`src/rtl/rom_bootloader.sv`:
```
// ROM image loader: takes 32-bit host words over a 4-phase req/ack handshake
// and writes them MSB-first as byte strobes into the ROM region of SRAM.
module rom_bootloader #(
    parameter int                ADDR_W      = 19,
    parameter logic [ADDR_W-1:0] BASE_ADDR   = '0,
    parameter int                TOTAL_BYTES = 49152,
    parameter int                WR_PULSE    = 2
) (
    input  logic              clk,
    input  logic              reset,
    input  logic [31:0]       host_bootdata,
    input  logic              host_bootdata_req,
    output logic              host_bootdata_ack,
    output logic              host_rom_initialised,
    output logic [ADDR_W-1:0] romwrite_addr,
    output logic [7:0]        romwrite_data,
    output logic              romwrite_wr
);

    localparam int CW = ADDR_W + 1;
    localparam int PW = (WR_PULSE > 1) ? $clog2(WR_PULSE) : 1;
    localparam logic [CW-1:0] LAST  = CW'(TOTAL_BYTES);
    localparam logic [PW-1:0] PLAST = PW'(WR_PULSE - 1);

    typedef enum logic [2:0] {
        IDLE,
        SETUP,
        STROBE,
        HOLD,
        RELEASE
    } state_t;

    state_t            state, state_n;
    logic [31:0]       word, word_n;
    logic [1:0]        idx, idx_n;
    logic [CW-1:0]     cnt, cnt_n, cnt_inc;
    logic [PW-1:0]     pulse, pulse_n;
    logic              ack_n, init_n;
    logic [ADDR_W-1:0] addr_n;
    logic [7:0]        data_n;

    function automatic logic [7:0] pick(input logic [31:0] w, input logic [1:0] i);
        case (i)
            2'd0:    pick = w[31:24];
            2'd1:    pick = w[23:16];
            2'd2:    pick = w[15:8];
            default: pick = w[7:0];
        endcase
    endfunction

    assign cnt_inc     = cnt + CW'(1);
    assign romwrite_wr = (state == STROBE);

    always_comb begin
        state_n = state;
        word_n  = word;
        idx_n   = idx;
        cnt_n   = cnt;
        pulse_n = pulse;
        ack_n   = host_bootdata_ack;
        init_n  = host_rom_initialised;
        addr_n  = romwrite_addr;
        data_n  = romwrite_data;
        case (state)
            IDLE: begin
                if (host_bootdata_req && !host_bootdata_ack) begin
                    word_n = host_bootdata;
                    ack_n  = 1'b1;
                    idx_n  = 2'd0;
                    // once loaded, further words are acknowledged but dropped
                    if (host_rom_initialised) begin
                        state_n = RELEASE;
                    end else begin
                        state_n = SETUP;
                        addr_n  = BASE_ADDR + cnt[ADDR_W-1:0];
                        data_n  = host_bootdata[31:24];
                    end
                end
            end
            SETUP: begin
                state_n = STROBE;
                pulse_n = '0;
            end
            STROBE: begin
                if (pulse == PLAST) state_n = HOLD;
                else pulse_n = pulse + PW'(1);
            end
            HOLD: begin
                cnt_n = cnt_inc;
                if (cnt_inc == LAST) begin
                    init_n  = 1'b1;
                    state_n = RELEASE;
                end else if (idx != 2'd3) begin
                    idx_n   = idx + 2'd1;
                    state_n = SETUP;
                    addr_n  = BASE_ADDR + cnt_inc[ADDR_W-1:0];
                    data_n  = pick(word, idx + 2'd1);
                end else begin
                    state_n = RELEASE;
                end
            end
            RELEASE: begin
                if (!host_bootdata_req) begin
                    ack_n   = 1'b0;
                    state_n = IDLE;
                end
            end
            default: state_n = IDLE;
        endcase
    end

    always_ff @(posedge clk or posedge reset) begin
        if (reset) begin
            state                <= IDLE;
            word                 <= '0;
            idx                  <= '0;
            cnt                  <= '0;
            pulse                <= '0;
            host_bootdata_ack    <= 1'b0;
            host_rom_initialised <= 1'b0;
            romwrite_addr        <= '0;
            romwrite_data        <= '0;
        end else begin
            state                <= state_n;
            word                 <= word_n;
            idx                  <= idx_n;
            cnt                  <= cnt_n;
            pulse                <= pulse_n;
            host_bootdata_ack    <= ack_n;
            host_rom_initialised <= init_n;
            romwrite_addr        <= addr_n;
            romwrite_data        <= data_n;
        end
    end

endmodule

```
`config.mk`:
```
export PLATFORM = sky130hd
export DESIGN_NAME = rom_bootloader
export DESIGN_NICKNAME = d
export VERILOG_FILES = /design/src/rtl/rom_bootloader.sv
export SDC_FILE = /design/constraint.sdc
export NUM_CORES = 1
export LEC_CHECK = 0
export BUFFER_PORTS_ARGS = -buffer_cell sky130_fd_sc_hd__buf_2
export CAP_MARGIN = 20
export CORE_AREA = 5 5 94 96
export CTS_CLUSTER_SIZE = 40
export DETAILED_ROUTE_END_ITERATION = 8
export DIE_AREA = 0 0 99 101
export PLACE_DENSITY = 0.77
export SYNTH_ARGS = -nofsm -noshare
export SYNTH_HDL_FRONTEND = slang
export SYNTH_SLANG_ARGS = --single-unit
```
`constraint.sdc`:
```
create_clock -name clk -period 2.95 [get_ports clk]
set_input_delay 0.4425 -clock clk [delete_from_list [all_inputs] [get_ports clk]]
set_output_delay 0.4425 -clock clk [all_outputs]
set_load 0.03 [all_outputs]
```
# After elaboration in Yosys (flattened, before gate mapping)
# Index checks and enable logic that the tools add are counted.
word_totals:
  word_cells: 66
  ff_bits: 87
  inputBits: 35
  output_inout_bits: 30
op_classes:
  eq_ne: 14
  add_sub_neg: 3
  n_reduce_logical: 13
  n_mux: 27
op_table:
  columns: ["op", "n"]
  rows:
  - ["$mux 19", 4]
  - ["$pmux 19 s2", 1]
  - ["$mux 8", 4]
  - ["$pmux 8 s3", 1]
  - ["$add 20x1->20 const B", 1]
  - ["$eq 20x16->1 const B", 1]
  - ["$mux 3", 6]
  - ["$pmux 8 s2", 1]
  - ["$pmux 3 s5", 1]
  - ["$ne 2x2->1 const B", 6]
  - ["$eq 3x2->1 const B", 2]
  - ["$mux 2", 3]
  - ["$reduce_and 3->1", 2]
  - ["$reduce_bool 2->1", 3]
  - ["$reduce_and 5->1", 1]
  - ["$pmux 1 s2", 2]
  - ["$pmux 2 s2", 1]
  - ["$reduce_and 2->1", 2]
  - ["$reduce_and 4->1", 1]
  - ["$eq 3x1->1 const B", 1]
  - ["$eq 3x3->1 const B", 1]
  - ["$logic_not 3->1", 1]
  - ["$mux 1", 3]
  - ["$add 2x1->2 const B", 1]
  - ["7 further kinds", 7]

# Depth between registers and ports, before layout
# Gate-level depths: netlist (run 1).
depth:
  ltp_word: 6
  ltp_mapped: 9
  mapped_depth_nobuf: 7

# Worst setup path after synthesis (run 1)
# Ideal clock, no wire load.
synth_timing:
  path_type: "flip-flop to flip-flop"
  startpoint: "register cnt[0]"
  endpoint: "register romwrite_addr[0]"
  path_stages_with_launch: 9
  t_arrival_ps: 2445
  slack_ps: 380
  setup_time_ps: 125
  path_cell_list: "dfrtp_1 ha_1 or4bb_1 a211oi_1 o211ai_1 o41a_1 buf_6 buf_12 mux2_4"
synth_between:
  elab_chain_len: 4
  word_cells_on_any_way: 9
  cone_classes: "add/sub (1); eq/ne (2); mux (5); reduce/logical (1)"
synth_rtl:
  columns: ["item", "line_no", "source"]
  rows:
  - ["start, declared", "36", "logic [CW-1:0] cnt, cnt_n, cnt_inc;"]
  - ["start signal, assigned", "127", "cnt <= cnt_n;"]
  - ["$add 20x1->20", "51", "assign cnt_inc = cnt + CW'(1);"]
  - ["$eq 20x16->1 / $mux 19 (equally long branches)", "90, 93", null]
  - ["$ne 2x2->1 (no source line) / $mux 19 (equally long branches)", null, null]
  - ["$reduce_and 5->1 (no source line) / $pmux 19 s2 (equally long branches)", null, null]
  - ["end signal, assigned", "131", "romwrite_addr <= addr_n;"]
  - ["end, declared", "15", "output logic [ADDR_W-1:0] romwrite_addr,"]
# Several ways; a longest one is shown, not always the timed one. The select of a mux whose other input is x is not followed.
# A chain may end at the register's enable or synchronous reset.

# Worst setup path in the final report (run 1)
layout_timing:
  startpoint: "register cnt[0]"
  endpoint: "register romwrite_addr[16]"
layout_between:
  elab_chain_len: 4
  word_cells_on_any_way: 7
  cone_classes: "add/sub (1); eq/ne (2); mux (3); reduce/logical (1)"
layout_rtl:
  columns: ["item", "line_no"]
  rows:
  - ["$add 20x1->20 *", "51"]
  - ["$eq 20x16->1 / $mux 19 (equally long branches)", "90, 93"]
  - ["$ne 2x2->1 (no source line) / $mux 19 (equally long branches)", null]
  - ["$reduce_and 5->1 (no source line) / $pmux 19 s2 (equally long branches)", null]
# Every way passes the cells marked *; elsewhere a longest branch is shown, timed or not. The select of a mux whose other input is x is not followed.

==> summary.md, run 1 <==
| Metric | Value |
|---|---|
| Count leader, synth | nand2_1 |
| Type of the worst setup path | flip-flop to flip-flop |
| Reg clk slew, reported paths | 90 ps |
| FFs w/ async S/R, synth | 100.0% |
| Main combinational cell family by area after synthesis | simple AND/OR/NAND/NOR gates |
| RSZ-0062 raised after global routing | false |
| Initial Util | 53.31% |
| Post-synthesis xor/xnor area fraction | 5.155% |
| Setup Total Neg Slack | 0 ps |
| Core area | about 8000 um^2 |
| CP max-delay cell | or4bb_1 |
| Total congestion overflow | 0 |
| # IOs | 65 |
| Clock Tree Buf Depth | 2 |
| Synth area leader | dfrtp_1 |
| Cell Rows | 33 |
| Die Width | 99 um |
| Outcome | completed |
| Leakage power | 0.002436 uW |
| Top_reg_cell synth | dfrtp_1 |
| Synth area leaders | dfrtp_1, nand2_1, mux2_4, mux2_2, xnor2_1 |
| Post-synth EDFFs | 0 |
| Final Hold Viols | 0 |
| Routed len/inst | 15.62 um |
| GR Util All Layers | 19.05% |
| CP max FO | 15 |
| CTS Sinks | 87 |
| Crit-path max cell delay | 520 ps |
| Library cells used by synthesis | 45 |
| Max-Cap Viols | 0 |
| Hold Crit Class | input port to async pin |
| Type of origin of the critical path | flip-flop |
| Top cell type's share of synthesized area | about half |
| Via density | 5.424 |
| Die Height | 101 um |
| Avg Cell Area, Syn | 10.62 um^2 |
| Slew HR | 61.21% |
| Final Max Tran Viols | 0 |
| Synthesized net count | approximately 440 |
| Mux contribution to synthesized area | between 10% and 20% |
| H-tree depth | 3 |
| Data required time of the worst path | about 3200 ps |
| YS warnings | 0 |
| HPWL Detailed | around 6200 um |
| Worst Path Arrival | 3020 ps |
| Final GP Congestion | 0.8941 |
| Fmax | ~0.36 GHz |
| Post-synthesis compound-gate area fraction | 7.541% |
| Setup crit end kind | flip-flop |
| #FFs+latches synth | 87 |
| Final setup fails | 0 |
| Inserted Clock Buffers | 9 |
| Root buffer cell | clkbuf_8 |
| Pre-antenna DRT Iters | 6 |
| Maximum vdd drop | 475.7 uV |
| Die footprint | 9999 um^2 |
| Cell Area, Synth | 4248 um^2 |
| Least-Margin Pin Slew | 581.2 ps |
| Final period util | 94.41% |
| PwrDens | 822.4 nW/um^2 |
| Worst-path cell chain | ha_2 -> or4bb_1 -> a211oi_1 -> o211ai_1 -> o41a_2 -> buf_4 -> mux2_4 |
| Setup bufs post-CTS | 0 |
| Initial antenna violation count | 0 |
| Diode count | 0 |
| I/O Buffers | 64 |
| Synth Area in Adders | 1.767% |
| Post-Syn Instances | 400 |
| FF/Latch Area | 2180 um^2 |
| Multi-input logic area | around 1900 um^2 |
| Routed Antenna Nets | 0 |
| Share of cells above drive strength 1 | slightly below 30% |
| Post-synthesis to final-layout area growth | 14.26% |
| Skew-Pair Late Insertion Delay | between 300 and 400 ps |
| Final wirelength | 8841 um |
| Simple-gate share of the synthesized area | 17.91% |
| Largest net degree at the start of global routing | 55 |
| Worst Clk Skew | 15.47 ps |
| DP Worst Slack | between 70 and 80 ps |
| Nets | 497 |
| # DRC | 0 |
| Top post-synthesis cells by count | nand2_1, dfrtp_1, mux2_4, nor2_1 |
| Vias in the first global route | around 3.1k |
| Starting DRT DRC Count | 200 |
| First-pass GRT wire length | ~15000 um |
| Post-route setup slack | 164.8 ps |
| Sequential fraction of the synthesis area | 51.25% |
| Worst hold slack | ~120 ps |
| Via count of the routed design | slightly above 3k |
| Min cycle time layout | 2785 ps |
| Fillcell total | 669 |
| CTS tree | yes |
cell type report:
| type | instances | area share (%) |
|---|---|---|
| clock buffer | 9 | 2.552 |
| timing repair buffer | 70 | 7.786 |
| tap | 105 | 2.707 |
| sequential | 87 | 44.91 |
| multi-input combinational | 282 | 39.47 |
| clock inverter | 7 | 2.088 |
| inverter | 6 | 0.4898 |
layout by cell type (no fill, tap or decap), types with 3 or more instances in the layout:
cell / instances
a21oi_1: 9
a222oi_1: 8
and2_1: 3
and3_1: 5
buf_2: 64
buf_4: 5
clkbuf_8: 9
dfrtp_1: 85
ha_1: 5
inv_1: 5
inv_6: 3
mux2_2: 16
mux2_4: 20
mux2i_1: 5
nand2_1: 94
nand2b_1: 3
nand3_1: 9
nand4_1: 8
nor2_1: 20
nor3_1: 7
nor4_1: 3
o211ai_1: 3
o21ai_0: 13
o31ai_1: 4
xnor2_1: 16
xor2_1: 9
routing by layer:
| layer | GRT usage [%] | routed length [um] | vias up |
|---|---|---|---|
| met4 | 7.563 | 119 | 0 |
| met3 | 3.668 | 428 | 12 |
| met2 | 28.77 | 4104 | 81 |
| met5 | 0 | 0 | - |
| met1 | 27.18 | 4189 | 1482 |
| li1 | - | - | 1495 |
logic make-up (layout without fill, tap and decap cells):
group / after synthesis / in the layout
and+or+nand+nor: 164 / 164
buffers and inverters: 31 / 92
adders and majority gates: 6 / 6
muxes: 41 / 41
xor gates and xnor gates: 25 / 25
AOI/OAI and AO/OA: 46 / 46
DFF: 87 / 87
worst max-delay path: cells and delay by family, from the launching register on:
family,cells,cell delay [ps]
AOI/OAI and AO/OA,3,890
muxes,1,320
and+or+nand+nor,1,520
DFF,1,440
buffers and inverters,1,230
adders and majority gates,1,270
where the power goes:
part           internal, uW  leakage, uW  switching, uW
clock network           486     0.000107            449
registers              1430      0.00112            216
logic                   611      0.00121            798
state kept, by name (all words and copies together), names as in the netlist:
signal,cells
romwrite_data,8
word,32
romwrite_addr,19
host_rom_initialised,1
pulse,1
state,3
cnt,20
idx,2
host_bootdata_ack,1
through the flow:
| stage | total power (uW) | std cells | util (%) | cell area, um^2 |
|---|---|---|---|---|
| 6_report | 3991 | 566 | 60.90 | 4853 |
| 5_1_grt | 4247 | 566 | 60.90 | 4853 |
| 4_1_cts | 4019 | 566 | 60.84 | 4848 |
| 3_5_place_dp | 3071 | 550 | 58.02 | 4623 |
| 3_3_place_gp | 3032 | 550 | 58.02 | 4623 |
| 2_1_floorplan | 2772 | 400 | - | 4248 |
worst paths after layout:
check,startpoint,end,slack (ps),cells after the start
setup / recovery,cnt[0],romwrite_addr[16],160,7
hold / removal,reset,romwrite_addr[4],120,2
setup reg to reg,cnt[0],romwrite_addr[16],160,7
hold reg to reg,word[26],word[26],480,2
max in group asynchronous,reset,host_rom_initialised,2160,3
min in group clk,host_bootdata[18],word[18],270,3
timing repair:
| item | 4_1_cts | 5_1_grt |
|---|---|---|
| hold buffers | 0 | 0 |
| resized for setup | 0 | 3 |
| endpoints found under the setup margin | 0 | 28 |
Power figures use the tool's default switching activity.
==> run 2: changes to the inputs <==
--- a/config.mk
+++ b/config.mk
@@ -12,6 +12,8 @@
 export DETAILED_ROUTE_END_ITERATION = 8
 export DIE_AREA = 0 0 99 101
 export PLACE_DENSITY = 0.77
+export RECOVER_POWER = 100
+export SLEW_MARGIN = 10
 export SYNTH_ARGS = -nofsm -noshare
 export SYNTH_HDL_FRONTEND = slang
 export SYNTH_SLANG_ARGS = --single-unit
==> run 2 against run 1 <==
  * Cell count did not move
  * Clock power about the same
  * Worst setup slack improved by 12 ps
  * Combinational power fell by 9.9%
  * First-iteration DRC count increased by 5.0%
  * Clock skew about the same
  * Routed wire length grew 1.0%
  * Sequential power barely moved
  * Critical path depth unchanged
  * Global-route usage unchanged
==> summary.md, run 2 (synthesis gave the netlist of run 1 again) <==
| Metric | Value |
|---|---|
| CP max FO | 15 |
| Final Hold Viols | 0 |
| Post-synthesis to final-layout area growth | 10.96% |
| Inserted Clock Buffers | 9 |
| Pre-antenna DRT Iters | 4 |
| Initial Util | 53.31% |
| Fillcell total | 706 |
| Multi-input logic area | about 1800 um^2 |
| Largest regs | word x32, cnt x20, romwrite_addr x19 |
| H-tree depth | 3 |
| Final Max Tran Viols | 0 |
| Maximum vdd drop | ~430 uV |
| Cell Rows | 33 |
| CTS tree | yes |
| Least-Margin Pin Slew | 1433 ps |
| Final non-filler cell total | 566 |
| Top reg by flops | word |
| Leakage power | 0.002258 uW |
| Type of the worst setup path | flip-flop to flip-flop |
| Setup crit end kind | flip-flop |
| Routed Antenna Nets | 0 |
| Max-Cap Viols | 0 |
| Die Height | 101 um |
| Post-route setup slack | 177.1 ps |
| Total congestion overflow | 0 |
| Die footprint | 9999 um^2 |
| M3 GR Usage | under 10% |
| Setup bufs post-CTS | 0 |
| Outcome | completed |
| # IOs | 65 |
| Die Width | 99 um |
| DP Worst Slack | slightly below 80 ps |
| Hold Crit Depth | 3 |
| Met1 GRT Util | 27.18% |
| PwrDens | 815.2 nW/um^2 |
| Skew-Pair Late Insertion Delay | 360 ps |
| Data required time of the worst path | 3190 ps |
| Final period util | 94.00% |
| GR Util All Layers | 19.05% |
| GRT busiest layer | met2 |
| CTS Sinks | 87 |
| R2R depth | 7 |
| Via count of the routed design | around 3.1k |
| Worst Clk Skew | 15.61 ps |
| Commonest non-fill, non-tap cell in the layout | nand2_1 |
| Cells after DPL | 550 |
| Reg2Reg Setup Slack | ~180 ps |
| Final setup fails | 0 |
| Launch point of the worst hold path | host_bootdata[18] |
| FF/Latch Area | 2180 um^2 |
| Reg clk slew, reported paths | 90 ps |
| Hold Crit Class | input port to flip-flop |
| Share of cells above drive strength 1 | 18.00% |
| First-pass GRT wire length | 15260 um |
| I/O Buffers | 64 |
| Root buffer cell | clkbuf_8 |
| Type of origin of the critical path | flip-flop |
| Via density | 5.489 |
| Slew HR | under 10% |
| HPWL Detailed | 6191 um |
| RSZ-0062 raised after global routing | false |
| GRT met2 Usage | 28.77% |
| Hold endpoint | word[18] |
| Nets | 497 |
| Initial antenna violation count | 0 |
| Final GP Congestion | 0.8941 |
| Worst r2r dst | romwrite_addr[2] |
| Diode count | 0 |
| Starting DRT DRC Count | 210 |
| Fmax | around 0.36 GHz |
| Routed len/inst | around 16 um |
| Largest register FFs | 32 |
| Worst Path Arrival | 3020 ps |
| Setup crit start | cnt[0] |
| Final wirelength | between 8000 and 9000 um |
| # DRC | 0 |
| Hold_buf cts | 0 |
| Setup Total Neg Slack | 0 ps |
| Min cycle time layout | about 2800 ps |
| Clock Tree Buf Depth | 2 |
| Vias in the first global route | approximately 3.1k |
| Core area | 7969 um^2 |
| Largest net degree at the start of global routing | 55 |
| Leading cell types in the layout, fill and taps excluded | nand2_1, dfrtp_1, buf_2 |
| Reg2reg start | cnt[0] |
-- run 2: changes by cell type in the layout (fill, tap and decap cells not counted), sizes merged --
cell | previous run | this run
clkinvlp | 2 | 3
buf | 70 | 36
clkinv | 1 | 0
clkbuf | 9 | 43
-- run 2: area by class of cell --
cell class              count  area share, %
multi-input cells         282          39.02
inverters                   6         0.5044
repair buffers             70          6.663
clock inverters             7          2.150
flip-flops and latches     87          46.24
well taps                 105          2.787
clock buffers               9          2.628
-- run 2: stage by stage --
stage | power [uW] | hold WS (ps) | utilization [%] | instance area [um^2]
after floorplan | 2772 | 445.3 | - | 4248
after global placement | 3032 | 458.3 | 58.02 | 4623
after detailed placement | 3071 | 463.3 | 58.02 | 4623
after CTS | 4019 | 135.4 | 60.84 | 4848
after global routing | 4097 | 263.7 | 59.15 | 4713
final | 3842 | 267.4 | 59.15 | 4713
-- run 2: worst max path at each step --
stage                        endpoint  slack [ps]  cells after the start
finish               romwrite_addr[2]         180                      7
global route         romwrite_addr[3]          40                      7
CTS                 romwrite_addr[16]          70                      7
detailed placement  romwrite_addr[17]          80                      7
global placement     romwrite_addr[2]         230                      7
floorplan                      cnt[0]         260                      1
-- run 2: report_power, final --
part	total [uW]	switching, uW	leakage (uW)	internal (uW)
sequential	1640	210	0.00112	1430
combinational	1270	782	0.00104	486
clock	934	448	0.000107	486
-- run 2: metal layers --
metal / vias up / share of wire [%]
met2: 90 / 47
met4: 0 / 1.3
met3: 10 / 5.3
met1: 1508 / 47
met5: - / 0
li1: 1499 / -
-- run 2: critical path, cell delays in order, from the launching register on --
cell      delay (ps)
dfrtp_2          440
ha_2             270
or4bb_1          520
a211oi_1         260
o211ai_1         210
o41a_2           420
buf_4            220
mux2_1           330
-- run 2: repair_timing --
item,CTS,global route
resized for setup,0,3
setup endpoints to repair,0,28
hold endpoints to repair,0,0
